===== src/rtl/sparse_map_decoder_p.sv =====
// Chained sparse-map block decoder: fetches map + packed values, emits (row, col, value) via a FIFO.
// Optional dense mode (every column emitted, clear bits as zero): define SMDEC_ZERO_EMIT_EN.
module sparse_map_decoder_p #(
  parameter int DATA_W     = 16,
  parameter int ADDR_W     = 16,
  parameter int ROW_W      = 10,
  parameter int COL_W      = 16,
  parameter int MAX_BURST  = 16,
  parameter int FIFO_DEPTH = 16,
  parameter int NMAP_W     = 8
) (
  input  logic                         clk,
  input  logic                         rst_n,
  input  logic [ADDR_W-1:0]            start_address,
  input  logic [ROW_W-1:0]             start_row,
  input  logic [COL_W-1:0]             start_col,
  input  logic [NMAP_W-1:0]            num_maps,
  input  logic                         op_start,
  output logic                         busy,
  input  logic                         pxMem_GRANT,
  output logic                         pxMem_RD_REQ,
  output logic [ADDR_W-1:0]            pxMem_Addr,
  output logic [$clog2(MAX_BURST):0]   px_burst,
  input  logic                         pxMem_RD_VLD,
  output logic                         pxMem_RD_RDY,
  input  logic [DATA_W-1:0]            pxMem_in,
  input  logic                         px_RDY,
  output logic                         px_VLD,
  output logic [DATA_W-1:0]            px_value_out,
  output logic [ROW_W-1:0]             px_row,
  output logic [COL_W-1:0]             px_col
);

  localparam int BURST_W = $clog2(MAX_BURST) + 1;
  localparam int CNT_W   = $clog2(DATA_W) + 1;
  localparam int IDX_W   = $clog2(DATA_W);
  localparam int PTR_W   = (FIFO_DEPTH > 1) ? $clog2(FIFO_DEPTH) : 1;
  localparam int FCNT_W  = $clog2(FIFO_DEPTH + 1);
  localparam int ENTRY_W = COL_W + DATA_W;

  typedef enum logic [3:0] {
    S_IDLE, S_REQ_MAP, S_CMD_MAP, S_RD_MAP, S_COUNT,
    S_REQ_VAL, S_CMD_VAL, S_RD_VAL, S_NEXT, S_DRAIN
  } state_t;

  state_t               state, state_nxt;
  logic [ADDR_W-1:0]    addr_ptr;
  logic [ROW_W-1:0]     row_q;
  logic [COL_W-1:0]     base_q;
  logic [NMAP_W-1:0]    blocks_left;
  logic [CNT_W-1:0]     remaining;
  logic [BURST_W-1:0]   burst_left, val_len;
  logic [DATA_W-1:0]    map_q, scan;
  logic [IDX_W-1:0]     cur_idx;
  logic                 word_needed, zero_push, rd_acc, val_acc, push, pop, space_ok;

  logic [ENTRY_W-1:0]   fifo_mem [FIFO_DEPTH];
  logic [PTR_W-1:0]     wr_ptr, rd_ptr;
  logic [FCNT_W-1:0]    fifo_cnt, fifo_free;
  logic                 fifo_full;
  logic [ENTRY_W-1:0]   fifo_head;

  function automatic logic [CNT_W-1:0] popcount(input logic [DATA_W-1:0] w);
    popcount = '0;
    for (int i = 0; i < DATA_W; i++) popcount = popcount + CNT_W'(w[i]);
  endfunction

`ifdef SMDEC_ZERO_EMIT_EN
  logic [IDX_W-1:0] bit_idx;
  assign cur_idx     = bit_idx;
  assign word_needed = scan[bit_idx] && (burst_left != '0);
  assign zero_push   = (state == S_RD_VAL) && !scan[bit_idx] && !fifo_full;
`else
  function automatic logic [IDX_W-1:0] lowest_set(input logic [DATA_W-1:0] w);
    lowest_set = '0;
    for (int i = DATA_W - 1; i >= 0; i--) if (w[i]) lowest_set = IDX_W'(i);
  endfunction
  assign cur_idx     = lowest_set(scan);
  assign word_needed = (burst_left != '0);
  assign zero_push   = 1'b0;
`endif

  assign fifo_full    = (fifo_cnt == FCNT_W'(FIFO_DEPTH));
  assign fifo_free    = FCNT_W'(FIFO_DEPTH) - fifo_cnt;
  assign val_len      = (int'(remaining) > MAX_BURST) ? BURST_W'(MAX_BURST) : BURST_W'(remaining);
  assign space_ok     = int'(fifo_free) >= int'(val_len);
  assign pxMem_RD_RDY = ((state == S_RD_MAP) || ((state == S_RD_VAL) && word_needed)) && !fifo_full;
  assign rd_acc       = pxMem_RD_VLD && pxMem_RD_RDY;
  assign val_acc      = rd_acc && (state == S_RD_VAL);
  assign push         = val_acc || zero_push;
  assign pop          = px_VLD && px_RDY;
  assign busy         = (state != S_IDLE);

  // NOTE: sequential state uses non-blocking assignments so every register samples pre-edge values.
  always_ff @(posedge clk or negedge rst_n) begin
    if (!rst_n) state <= S_IDLE;
    else        state <= state_nxt;
  end

  always_comb begin
    // NOTE: default assignment first so no path leaves state_nxt unassigned (no latch).
    state_nxt = state;
    unique case (state)
      S_IDLE:    if (op_start) state_nxt = S_REQ_MAP;
      S_REQ_MAP: if (pxMem_GRANT) state_nxt = S_CMD_MAP;
      S_CMD_MAP: state_nxt = S_RD_MAP;
      S_RD_MAP:  if (rd_acc) state_nxt = S_COUNT;
`ifdef SMDEC_ZERO_EMIT_EN
      S_COUNT:   state_nxt = (map_q == '0) ? S_RD_VAL : S_REQ_VAL;
`else
      S_COUNT:   state_nxt = (map_q == '0) ? S_NEXT : S_REQ_VAL;
`endif
      S_REQ_VAL: if (pxMem_GRANT && space_ok) state_nxt = S_CMD_VAL;
      S_CMD_VAL: state_nxt = S_RD_VAL;
`ifdef SMDEC_ZERO_EMIT_EN
      S_RD_VAL: begin
        if (push && bit_idx == IDX_W'(DATA_W - 1))      state_nxt = S_NEXT;
        else if (scan[bit_idx] && burst_left == '0)     state_nxt = S_REQ_VAL;
      end
`else
      S_RD_VAL:  if (val_acc && burst_left == BURST_W'(1))
                   state_nxt = (remaining == CNT_W'(1)) ? S_NEXT : S_REQ_VAL;
`endif
      S_NEXT:    state_nxt = (blocks_left > NMAP_W'(1)) ? S_REQ_MAP : S_DRAIN;
      S_DRAIN:   if (fifo_cnt == '0) state_nxt = S_IDLE;
      default:   state_nxt = S_IDLE;
    endcase
  end

  // Request stays up from REQ through the last word of the burst.
  always_comb begin
    pxMem_RD_REQ = 1'b0;
    pxMem_Addr   = '0;
    px_burst     = '0;
    unique case (state)
      S_REQ_MAP:          pxMem_RD_REQ = 1'b1;
      S_REQ_VAL:          pxMem_RD_REQ = space_ok;
      S_CMD_MAP: begin
        pxMem_RD_REQ = 1'b1;
        pxMem_Addr   = addr_ptr;
        px_burst     = BURST_W'(1);
      end
      S_CMD_VAL: begin
        pxMem_RD_REQ = 1'b1;
        pxMem_Addr   = addr_ptr;
        px_burst     = val_len;
      end
      S_RD_MAP, S_RD_VAL: pxMem_RD_REQ = (burst_left != '0);
      default: ;
    endcase
  end

  always_ff @(posedge clk or negedge rst_n) begin
    if (!rst_n) begin
      addr_ptr    <= '0;
      row_q       <= '0;
      base_q      <= '0;
      blocks_left <= '0;
      remaining   <= '0;
      burst_left  <= '0;
      map_q       <= '0;
      scan        <= '0;
`ifdef SMDEC_ZERO_EMIT_EN
      bit_idx     <= '0;
`endif
    end else begin
      unique case (state)
        S_IDLE: if (op_start) begin
          addr_ptr    <= start_address;
          row_q       <= start_row;
          base_q      <= start_col;
          blocks_left <= (num_maps == '0) ? NMAP_W'(1) : num_maps;
        end
        S_CMD_MAP: burst_left <= BURST_W'(1);
        S_CMD_VAL: burst_left <= val_len;
        S_COUNT: begin
          remaining  <= popcount(map_q);
          scan       <= map_q;
          burst_left <= '0;
`ifdef SMDEC_ZERO_EMIT_EN
          bit_idx    <= '0;
`endif
        end
        S_NEXT: begin
          base_q      <= base_q + COL_W'(DATA_W);
          blocks_left <= blocks_left - NMAP_W'(1);
        end
        default: ;
      endcase
      if (rd_acc) begin
        addr_ptr   <= addr_ptr + ADDR_W'(1);
        burst_left <= burst_left - BURST_W'(1);
      end
      if (rd_acc && state == S_RD_MAP) map_q <= pxMem_in;
      if (val_acc) remaining <= remaining - CNT_W'(1);
`ifdef SMDEC_ZERO_EMIT_EN
      if (push) bit_idx <= bit_idx + IDX_W'(1);
`else
      if (val_acc) scan[cur_idx] <= 1'b0;
`endif
    end
  end

  // NOTE: FIFO storage has no reset; only pointers/count are reset and outputs are gated by px_VLD.
  always_ff @(posedge clk) begin
    if (push) fifo_mem[wr_ptr] <= {base_q + COL_W'(cur_idx), val_acc ? pxMem_in : DATA_W'(0)};
  end

  always_ff @(posedge clk or negedge rst_n) begin
    if (!rst_n) begin
      wr_ptr   <= '0;
      rd_ptr   <= '0;
      fifo_cnt <= '0;
    end else begin
      if (push) wr_ptr <= (wr_ptr == PTR_W'(FIFO_DEPTH - 1)) ? '0 : wr_ptr + PTR_W'(1);
      if (pop)  rd_ptr <= (rd_ptr == PTR_W'(FIFO_DEPTH - 1)) ? '0 : rd_ptr + PTR_W'(1);
      unique case ({push, pop})
        2'b10:   fifo_cnt <= fifo_cnt + FCNT_W'(1);
        2'b01:   fifo_cnt <= fifo_cnt - FCNT_W'(1);
        default: ;
      endcase
    end
  end

  assign fifo_head    = fifo_mem[rd_ptr];
  assign px_VLD       = (fifo_cnt != '0);
  assign px_value_out = px_VLD ? fifo_head[DATA_W-1:0] : '0;
  assign px_col       = px_VLD ? fifo_head[DATA_W +: COL_W] : '0;
  assign px_row       = px_VLD ? row_q : '0;

endmodule


===== config.mk =====
export PLATFORM = sky130hd
export DESIGN_NAME = sparse_map_decoder_p
export DESIGN_NICKNAME = d
export VERILOG_FILES = /design/src/rtl/sparse_map_decoder_p.sv
export SDC_FILE = /design/constraint.sdc
export NUM_CORES = 1
export LEC_CHECK = 0
export ABC_AREA = 0
export BUFFER_PORTS_ARGS = -buffer_cell sky130_fd_sc_hd__buf_2
export CORE_MARGIN = 2
export CORE_UTILIZATION = 56
export CTS_CLUSTER_SIZE = 20
export DETAILED_ROUTE_END_ITERATION = 6
export MAX_ROUTING_LAYER = met4
export PLACE_DENSITY = 0.81
export SYNTH_ARGS = -nofsm -noshare
export SYNTH_HDL_FRONTEND = slang
export SYNTH_SLANG_ARGS = --single-unit

===== constraint.sdc =====
create_clock -name clk -period 5 [get_ports clk]
set_clock_uncertainty 0.2 [all_clocks]
set_input_delay 1 -clock clk [delete_from_list [all_inputs] [get_ports clk]]
set_output_delay 1 -clock clk [all_outputs]
set_load 0.1 [all_outputs]

==> results.toml, run 1 <==
[setup_path]
regToRegSetupSlack_ns = 0.78
slowest_delay_ns = 0.65
worst-path-stages = 5
critPathArrivalTime_ns = 3.23
worstSetupPathType = "reg -> out"
rr_worst_depth = 11
cp_num_buf_inv = 2
startpoint_type = "flop"
worstSetupEndpointType = "output port"
required_ns = 3.80
cp_max_fo = 88
cp_slowest_cell = "dfrtp_4"
worstPathCellList = "buf_12 -> mux4_2 -> mux4_2 -> and2_1 -> buf_2"
crit_family = "multiplexers"
path_common_cell = "mux4_2"

[clocking]
post_cts_resized = 0
cts_buffers = 58
cts_setup_buffers = 0
cts_hold_buffers = 0
htree_levels = 2
clk_pin_slew_ns = 0.06
insertion_delay_ns = 0.62
numClockSinks = 621
cts_tree = "built"
ctsLongestPathBuffers = 3
cts_root_buf = "clkbuf_16"

[timing]
setup_tns_ns = 0
rsz0062_at_grt = "no"
finalCriticalPeriod_ns = 4.429
period_share_pct = 88.58
fmax_mhz = 225.8
hold_viol = 0
relSlewSlack_pct = 13.20
slew_violations = 0
finalSetupViolations = 0
tightest_slew_ns = 1.298

[power]
clkPwrFrac_pct = 20.6
internal_power_mw = 12.43
powerDensity_mw_per_mm2 = 712.2
vdd_drop_max_mv = 0.8759
power_mw = 21.39
combPwrFrac_pct = 45.2
p_leak_nw = 10.62
seqPwrFrac_pct = 34.2
power_switching_mw = 8.956
switching_share_pct = 41.87

[logic_synthesis]
synthesis.area_mm2 = 0.02655
yosys_warnings = 0
yosys_most_used_dff = "edfxtp_1"
synthCells = 1552
seq_area_frac_synth_pct = 68.18
synth_edf_count = 512
synthArstFlopShare_pct = 17.55
syn_nets = 1671
syn_avg_cell_area_um2 = 17.11
synth-seq-cells = 621
ys_types = 72

[detailed_routing]
drc = 2
wl_mm = 65.00
via_per_inst = 6.415
dr.first_iter.drc_count = 1528
first_pass_iters = 7
vias = 15275
ant_nets = 0
wl_per_cell_um = 27.30

[grt]
grt_start_max_net_pins = 89
grt_pass1_wl_mm = 98.28
grt_remaining_overflow = 0
grt_usage_pct = 27.80
grt_pass1_vias = 15594
antenna_found_initial = 4

[floorplan]
placement_rows = 79
die_x_um = 221.7
die-height_um = 221.7
design.core.area_mm2 = 0.04665
start_util_pct = 56.91
die_area_mm2 = 0.04917
io_pins = 139

[placed_design]
gp_congestion = 0.9173
dpl.hpwl_mm = 37.50
numPortBuffers = 138

[layout]
drive_gt1_share_pct = 27.34
fin_nets = 1843
nFillCells = 3112
area.growth.synth_to_final_pct = 13.11

[status]
violations = "DRC"
status = "complete, but fails checks"

[min_path]
hold_class = "reg -> reg"
hold_depth = 2

[run]
maxCapViolations = 0
## cells in the final DEF, fill, tap and decap left out, types with 5 or more instances in the layout
| master | count |
|---|---|
| xor2_1 | 13 |
| o311ai_0 | 9 |
| and3_1 | 7 |
| ha_1 | 35 |
| edfxtp_1 | 512 |
| o22ai_1 | 5 |
| nand2_1 | 117 |
| nand2b_1 | 10 |
| and2_2 | 13 |
| bufinv_16 | 6 |
| inv_1 | 49 |
| buf_4 | 42 |
| clkinv_2 | 7 |
| nor2b_1 | 15 |
| mux2i_1 | 6 |
| a221oi_1 | 12 |
| clkbuf_16 | 58 |
| xnor2_1 | 14 |
| o21ai_0 | 35 |
| clkbuf_1 | 14 |
| dfrtp_1 | 105 |
| nor3_1 | 28 |
| mux4_2 | 160 |
| and2_1 | 67 |
| o211ai_1 | 8 |
| buf_12 | 7 |
| nor2_1 | 70 |
| mux2_2 | 17 |
| a211oi_1 | 5 |
| nor4_1 | 10 |
| a221o_1 | 11 |
| clkinv_1 | 12 |
| fa_1 | 12 |
| buf_2 | 137 |
| nand3_1 | 26 |
| a21oi_1 | 31 |
## per-layer routing
layer,wire [um],up-vias,GRT usage [%],share of wire [%]
li1,-,6439,-,-
met1,24370,7836,35.32,37
met2,33450,856,46.39,51
met3,5376,144,4.386,8.3
met4,1810,0,9.089,2.8
met5,0,-,-,0
## registers in the layout (all words and copies together) (netlist names)
signal and flops:
fifo_mem 512, addr_ptr 16, base_q 16, map_q 16, scan 16, row_q 10
blocks_left 8, burst_left 5, fifo_cnt 5, remaining 5, rd_ptr 4, state 4
wr_ptr 4
## power groups by stage
stage / combinational [mW] / clock (mW) / sequential, mW
CTS: 9.76 / 4.44 / 7.29
global route: 10.5 / 4.62 / 7.39
detailed placement: 9.66 / 0 / 7.38
floorplan: 7.91 / 0 / 7.04
global placement: 9.48 / 0 / 7.34
finish: 9.68 / 4.40 / 7.31
## worst reg2reg max path, stage by stage, from the launching register on
cell	delay, ns
dfrtp_1	0.45
inv_1	0.08
a221oi_1	0.28
o221ai_1	0.22
a31oi_1	0.33
ha_1	0.22
inv_1	0.06
fa_1	0.45
nor4b_2	0.41
a311oi_4	0.12
nor3_1	0.25
xor2_1	0.80
## final timing paths
| path | startpoint | endpoint |
|---|---|---|
| min in group asynchronous | rst_n | row_q[6] |
| setup reg to reg | scan[11] | fifo_mem[13][28] |
| max in group asynchronous | rst_n | map_q[1] |
| hold reg to reg | row_q[9] | row_q[9] |
| setup / recovery | rd_ptr[1] | px_value_out[3] |
| hold / removal | row_q[9] | row_q[9] |
## cells by family after synthesis
family	after synthesis	share of synthesized area (%)
buffers and inverters	124	1.993
adders and majority gates	47	2.554
DFF	621	68.18
AOI/OAI and AO/OA	158	4.368
and+or+nand+nor	392	7.497
muxes	183	14.52
xor gates and xnor gates	27	0.8906
## cell usage after synthesis, types with 10 or more instances
cell type  count  area share, %
a21oi_1       31           0.58
a221o_1       11           0.41
a221oi_1      12           0.40
and2_1        80            1.9
and3_1        11           0.26
buf_1         14           0.20
buf_2         15           0.28
buf_4         10           0.28
clkbuf_1      34           0.48
dfrtp_1      109             10
edfxtp_1     512             58
fa_1          12           0.90
ha_1          35            1.6
inv_1         49           0.69
mux2_2        17           0.72
mux4_2       160             14
nand2_1      117            1.7
nand2b_1      10           0.24
nand3_1       26           0.49
nor2_1        70           0.99
nor2b_1       15           0.35
nor3_1        28           0.53
nor4_1        10           0.24
o21ai_0       35           0.66
xnor2_1       14           0.46
xor2_1        13           0.43
## through the flow
stage	std cells	area (um^2)	setup WS [ns]	hold WS [ns]	utilization (%)
finish	2381	30030	0.5709	0.2716	64.37
global route	2381	30030	0.5052	0.2903	64.37
CTS	2377	30020	0.5632	0.2708	64.35
detailed placement	2271	28150	0.8080	0.2563	60.33
global placement	2271	28150	1.086	0.2554	60.33
floorplan	1552	26560	0.6315	0.2379	-
## area by class of cell
type / count / area (um^2) / share of cell area [%]
Sequential cell: 621 / 18110 / 60.31
Antenna cell: 4 / 10.01 / 0.03333
Multi-Input combinational cell: 807 / 7948 / 26.46
Inverter: 50 / 187.7 / 0.6249
Clock buffer: 76 / 1559 / 5.191
Tap cell: 607 / 759.5 / 2.529
Timing Repair Buffer: 186 / 1141 / 3.799
Clock inverter: 30 / 316.6 / 1.054
Note: power is estimated with default switching activity, not from simulation.
==> inputs of run 2 (changes only) <==
Settings changed: RECOVER_POWER set to 100.
==> results.toml, run 2 (synthesis gave the netlist of run 1 again) <==
[grt]
antenna_found_initial = 4
grt_remaining_overflow = 0
grt_pass1_vias = 15594
grt_usage_pct = 27.80
grt_start_max_net_pins = 89
grt_pass1_wl_mm = 98.28

[setup_path]
cp_slowest_cell = "dfrtp_2"
cp_num_buf_inv = 2
required_ns = 3.80
rr_worst_depth = 10
cp_max_fo = 88
crit_start = "rd_ptr[1]"
startpoint_type = "flop"
slowest_delay_ns = 0.74
worstSetupEndpointType = "output port"
worstPathCellList = "buf_12 -> mux4_2 -> mux4_2 -> and2_1 -> clkbuf_2"
critPathArrivalTime_ns = 3.42
rr_startpoint = "fifo_cnt[0]"
crit_family = "multiplexers"
worst-path-stages = 5
rr_endpoint = "fifo_mem[11][17]"
worstSetupPathType = "reg -> out"
endpoint = "px_value_out[2]"
path_common_cell = "mux4_2"
regToRegSetupSlack_ns = 0.47

[detailed_routing]
wl_per_cell_um = 27.30
drc = 2
vias = 15198
wl_mm = 65.00
first_pass_iters = 7
dr.first_iter.drc_count = 1628
via_per_inst = 6.383
ant_nets = 0

[status]
status = "complete, but fails checks"
violations = "DRC, capacitance limit, slew limit"

[placed_design]
dpl.hpwl_mm = 37.50
dpl_cell_area_mm2 = 0.02815
gp_congestion = 0.9173
numPortBuffers = 138

[clocking]
clk_pin_slew_ns = 0.06
cts_buffers = 58
post_cts_resized = 0
cts_hold_buffers = 0
numClockSinks = 621
cts_setup_buffers = 0
cts_tree = "built"
htree_levels = 2
cts_root_buf = "clkbuf_16"
ctsLongestPathBuffers = 3
insertion_delay_ns = 0.62

[floorplan]
die-height_um = 221.7
start_util_pct = 56.91
design.core.area_mm2 = 0.04665
die_area_mm2 = 0.04917
io_pins = 139
placement_rows = 79
die_x_um = 221.7

[power]
p_leak_nw = 10.40
seqPwrFrac_pct = 34.3
power_mw = 21.32
switching_share_pct = 42.03
vdd_drop_max_mv = 0.8560
combPwrFrac_pct = 45.0
clkPwrFrac_pct = 20.7
power_switching_mw = 8.962
powerDensity_mw_per_mm2 = 714.4
internal_power_mw = 12.36

[layout]
area.growth.synth_to_final_pct = 12.42
top_register = "fifo_mem"
final_cell_mix = "edfxtp_1 (512), mux4_2 (160), nand2_1 (117)"
nFillCells = 3180
seq_area_mm2 = 0.01811
fin_nets = 1843
largest_register_ffs = 512
multi_input_area_mm2 = 0.007880
mostFrequentLayoutCell = "edfxtp_1"
stdcell_area_mm2 = 0.02985
drive_gt1_share_pct = 23.50
postLayoutCoreUtil_pct = 63.98

[timing]
relSlewSlack_pct = -68.61
hold_viol = 0
period_share_pct = 92.46
setup_tns_ns = 0
rsz0062_at_grt = "no"
finalSetupViolations = 0
finalCriticalPeriod_ns = 4.623
fmax_mhz = 216.3
tightest_slew_ns = 2.528
slew_violations = 199

[run]
maxCapViolations = 5

[min_path]
hold_class = "reg -> reg"
==> run 2: changes by cell type in the layout (fill, tap and decap cells not counted), moves of 4 or more <==
| cell | previous run | this run |
|---|---|---|
| buf_2 | 137 | 75 |
| and2_2 | 13 | 1 |
| and2_0 | 2 | 28 |
| clkbuf_2 | 0 | 35 |
| clkbuf_1 | 14 | 59 |
| and3_1 | 7 | 11 |
| and2_1 | 67 | 53 |
| buf_4 | 42 | 25 |
| and3_2 | 4 | 0 |
==> run 2: power by group through the flow <==
stage	Combinational [mW]	Clock [mW]	Sequential, mW
floorplan	7.91	0	7.04
detailed placement	9.66	0	7.38
global placement	9.48	0	7.34
finish	9.60	4.41	7.32
CTS	9.76	4.44	7.29
global route	10.4	4.62	7.39
==> run 2: layer usage <==
metal	vias up	part of all wire, %	track usage [%]
li1	6443	-	-
met1	7795	37	35.32
met2	821	52	46.39
met3	139	8.1	4.386
met4	0	2.8	9.089
met5	-	0	-
==> run 2: worst min path at each step <==
stage,from,end,slack [ns],depth (start not counted)
after CTS,row_q[9],row_q[9],0.27,2
after detailed placement,row_q[9],row_q[9],0.26,2
after floorplan,row_q[0],row_q[0],0.24,2
after global placement,row_q[6],row_q[6],0.26,2
after global routing,row_q[9],row_q[9],0.29,2
final,row_q[9],row_q[9],0.27,2
==> run 2: area by class of cell <==
class	instances	area share (%)
sequential	621	60.67
multi-input combinational	807	26.40
clock buffer	76	5.223
timing repair buffer	186	3.441
tap	607	2.544
clock inverter	30	1.060
inverter	50	0.6287
antenna	4	0.03353
==> run 2: stage by stage <==
step / setup slack, ns / instances / hold slack, ns
2_1_floorplan: 0.6315 / 1552 / 0.2379
3_3_place_gp: 1.086 / 2271 / 0.2554
3_5_place_dp: 0.8080 / 2271 / 0.2563
4_1_cts: 0.5632 / 2377 / 0.2708
5_1_grt: 0.2626 / 2381 / 0.2903
6_report: 0.3773 / 2381 / 0.2712
==> run 2: worst min-delay path: cells and delay by family, from the launching register on <==
family           cells  cell delay [ns]
and+or+nand+nor      2             0.10
DFF                  1             0.34
==> inputs of run 3 (changes only) <==
Clock period 5 ns to 4.95 ns, I/O delays scaled along.
==> results.toml, run 3 (synthesis gave the netlist of run 1 again) <==
[run]
maxCapViolations = 5

[detailed_routing]
via_per_inst = 6.416
wl_mm = 64.33
drc = 5
wl_per_cell_um = 26.99
first_pass_iters = 7
vias = 15290
dr.first_iter.drc_count = 1500
ant_nets = 0

[timing]
slew_violations = 134
hold_viol = 0
rsz0062_at_grt = "no"
finalSetupViolations = 0
relSlewSlack_pct = -88.25
tightest_slew_ns = 2.824
fmax_mhz = 215.0
setup_tns_ns = 0
finalCriticalPeriod_ns = 4.650
period_share_pct = 93.94

[status]
violations = "DRC, capacitance limit, slew limit"
status = "complete, but fails checks"

[setup_path]
crit_start = "fifo_cnt[0]"
required_ns = 3.76
rr_startpoint = "fifo_cnt[0]"
critPathArrivalTime_ns = 3.46
cp_max_fo = 33
slowest_delay_ns = 0.60
worstSetupEndpointType = "output port"
worstSetupPathType = "reg -> out"
rr_worst_depth = 10
rr_endpoint = "fifo_mem[2][10]"
startpoint_type = "flop"
cp_slowest_cell = "clkbuf_1"
regToRegSetupSlack_ns = 0.35
cp_num_buf_inv = 5
worstPathCellList = "inv_1 -> ha_1 -> nor3b_1 -> ha_1 -> clkbuf_1 -> inv_1 -> buf_4 -> and2_1 -> clkbuf_2"
crit_family = "buffers and inverters"

[layout]
drive_gt1_share_pct = 23.46
seq_area_mm2 = 0.01811
final_cell_mix = "edfxtp_1 (512), mux4_2 (160), nand2_1 (117)"
nFillCells = 3167
fin_nets = 1845
multi_input_area_mm2 = 0.007876
mostFrequentLayoutCell = "edfxtp_1"
top_register = "fifo_mem"
largest_register_ffs = 512
postLayoutCoreUtil_pct = 63.85
area.growth.synth_to_final_pct = 12.20

[grt]
grt_pass1_vias = 15571
grt_usage_pct = 27.42
grt_pass1_wl_mm = 97.68
grt_start_max_net_pins = 89
grt_remaining_overflow = 0
antenna_found_initial = 3

[power]
power_mw = 21.44
vdd_drop_max_mv = 1.034
powerDensity_mw_per_mm2 = 719.8
p_leak_nw = 10.35

[clocking]
cts_hold_buffers = 0
ctsLongestPathBuffers = 3
cts_buffers = 59
cts_tree = "built"
numClockSinks = 621
cts_setup_buffers = 0
insertion_delay_ns = 0.62
htree_levels = 2
clk_pin_slew_ns = 0.06
cts_root_buf = "clkbuf_16"
post_cts_resized = 0

[floorplan]
io_pins = 139
die-height_um = 221.7
design.core.area_mm2 = 0.04665
start_util_pct = 56.91
placement_rows = 79
die_area_mm2 = 0.04917
die_x_um = 221.7

[min_path]
hold_class = "in -> async"

[placed_design]
gp_congestion = 0.9126
dpl.hpwl_mm = 38.43
numPortBuffers = 138
run 3: changes by cell type in the layout (fill, tap and decap cells not counted), moves of 4 or more:
cell / change
clkbuf_2: -10
and2_2: +4
buf_4: -15
clkbuf_1: +8
buf_2: +18
run 3: worst max-delay path by stage:
stage                        to  cells past startpoint  slack (ns)
6_report        px_value_out[4]                      9        0.30
5_1_grt        px_value_out[12]                      9        0.13
4_1_cts               px_col[0]                      5        0.32
3_5_place_dp    fifo_mem[5][28]                     11        0.82
3_3_place_gp    fifo_mem[0][28]                     11        0.97
2_1_floorplan      pxMem_RD_REQ                     10        0.59
run 3: area by class of cell:
cell class | count | share of cell area [%]
well taps | 607 | 2.549
diodes | 3 | 0.02520
multi-input cells | 807 | 26.44
inverters | 50 | 0.6300
clock inverters | 31 | 0.8904
clock buffers | 77 | 5.250
flip-flops and latches | 621 | 60.80
repair buffers | 187 | 3.415
run 3: worst register-to-register path, delay by kind of cell, from the launching register on:
kind	cells	cell delay (ns)
fa+ha+maj	2	0.44
flops	1	0.41
buf+inv	3	1.09
simple gates	5	2.08
run 3: routing by layer:
layer | global-route usage [%] | wire [um] | up-vias | part of all wire [%]
met3 | 4.545 | 5350 | 148 | 8.3
li1 | - | - | 6432 | -
met2 | 45.17 | 32990 | 857 | 51
met5 | - | 0 | - | 0
met1 | 35.66 | 24230 | 7853 | 38
met4 | 8.065 | 1757 | 0 | 2.7
run 3: power breakdown:
group	leakage, nW	switching [mW]	internal (mW)
Combinational	3.49	6.43	3.28
Clock	0.888	1.92	2.43
Sequential	5.98	0.699	6.68
Total	10.4	9.05	12.4
run 3: stage by stage:
| stage | setup WS [ns] | cells | hold WS (ns) | area (um^2) |
|---|---|---|---|---|
| 6_report | 0.2999 | 2383 | 0.2489 | 29790 |
| 5_1_grt | 0.1328 | 2383 | 0.3070 | 29790 |
| 4_1_cts | 0.3215 | 2380 | 0.2768 | 30020 |
| 3_5_place_dp | 0.8196 | 2272 | 0.2605 | 28190 |
| 3_3_place_gp | 0.9716 | 2272 | 0.2568 | 28190 |
| 2_1_floorplan | 0.5915 | 1552 | 0.2379 | 26560 |
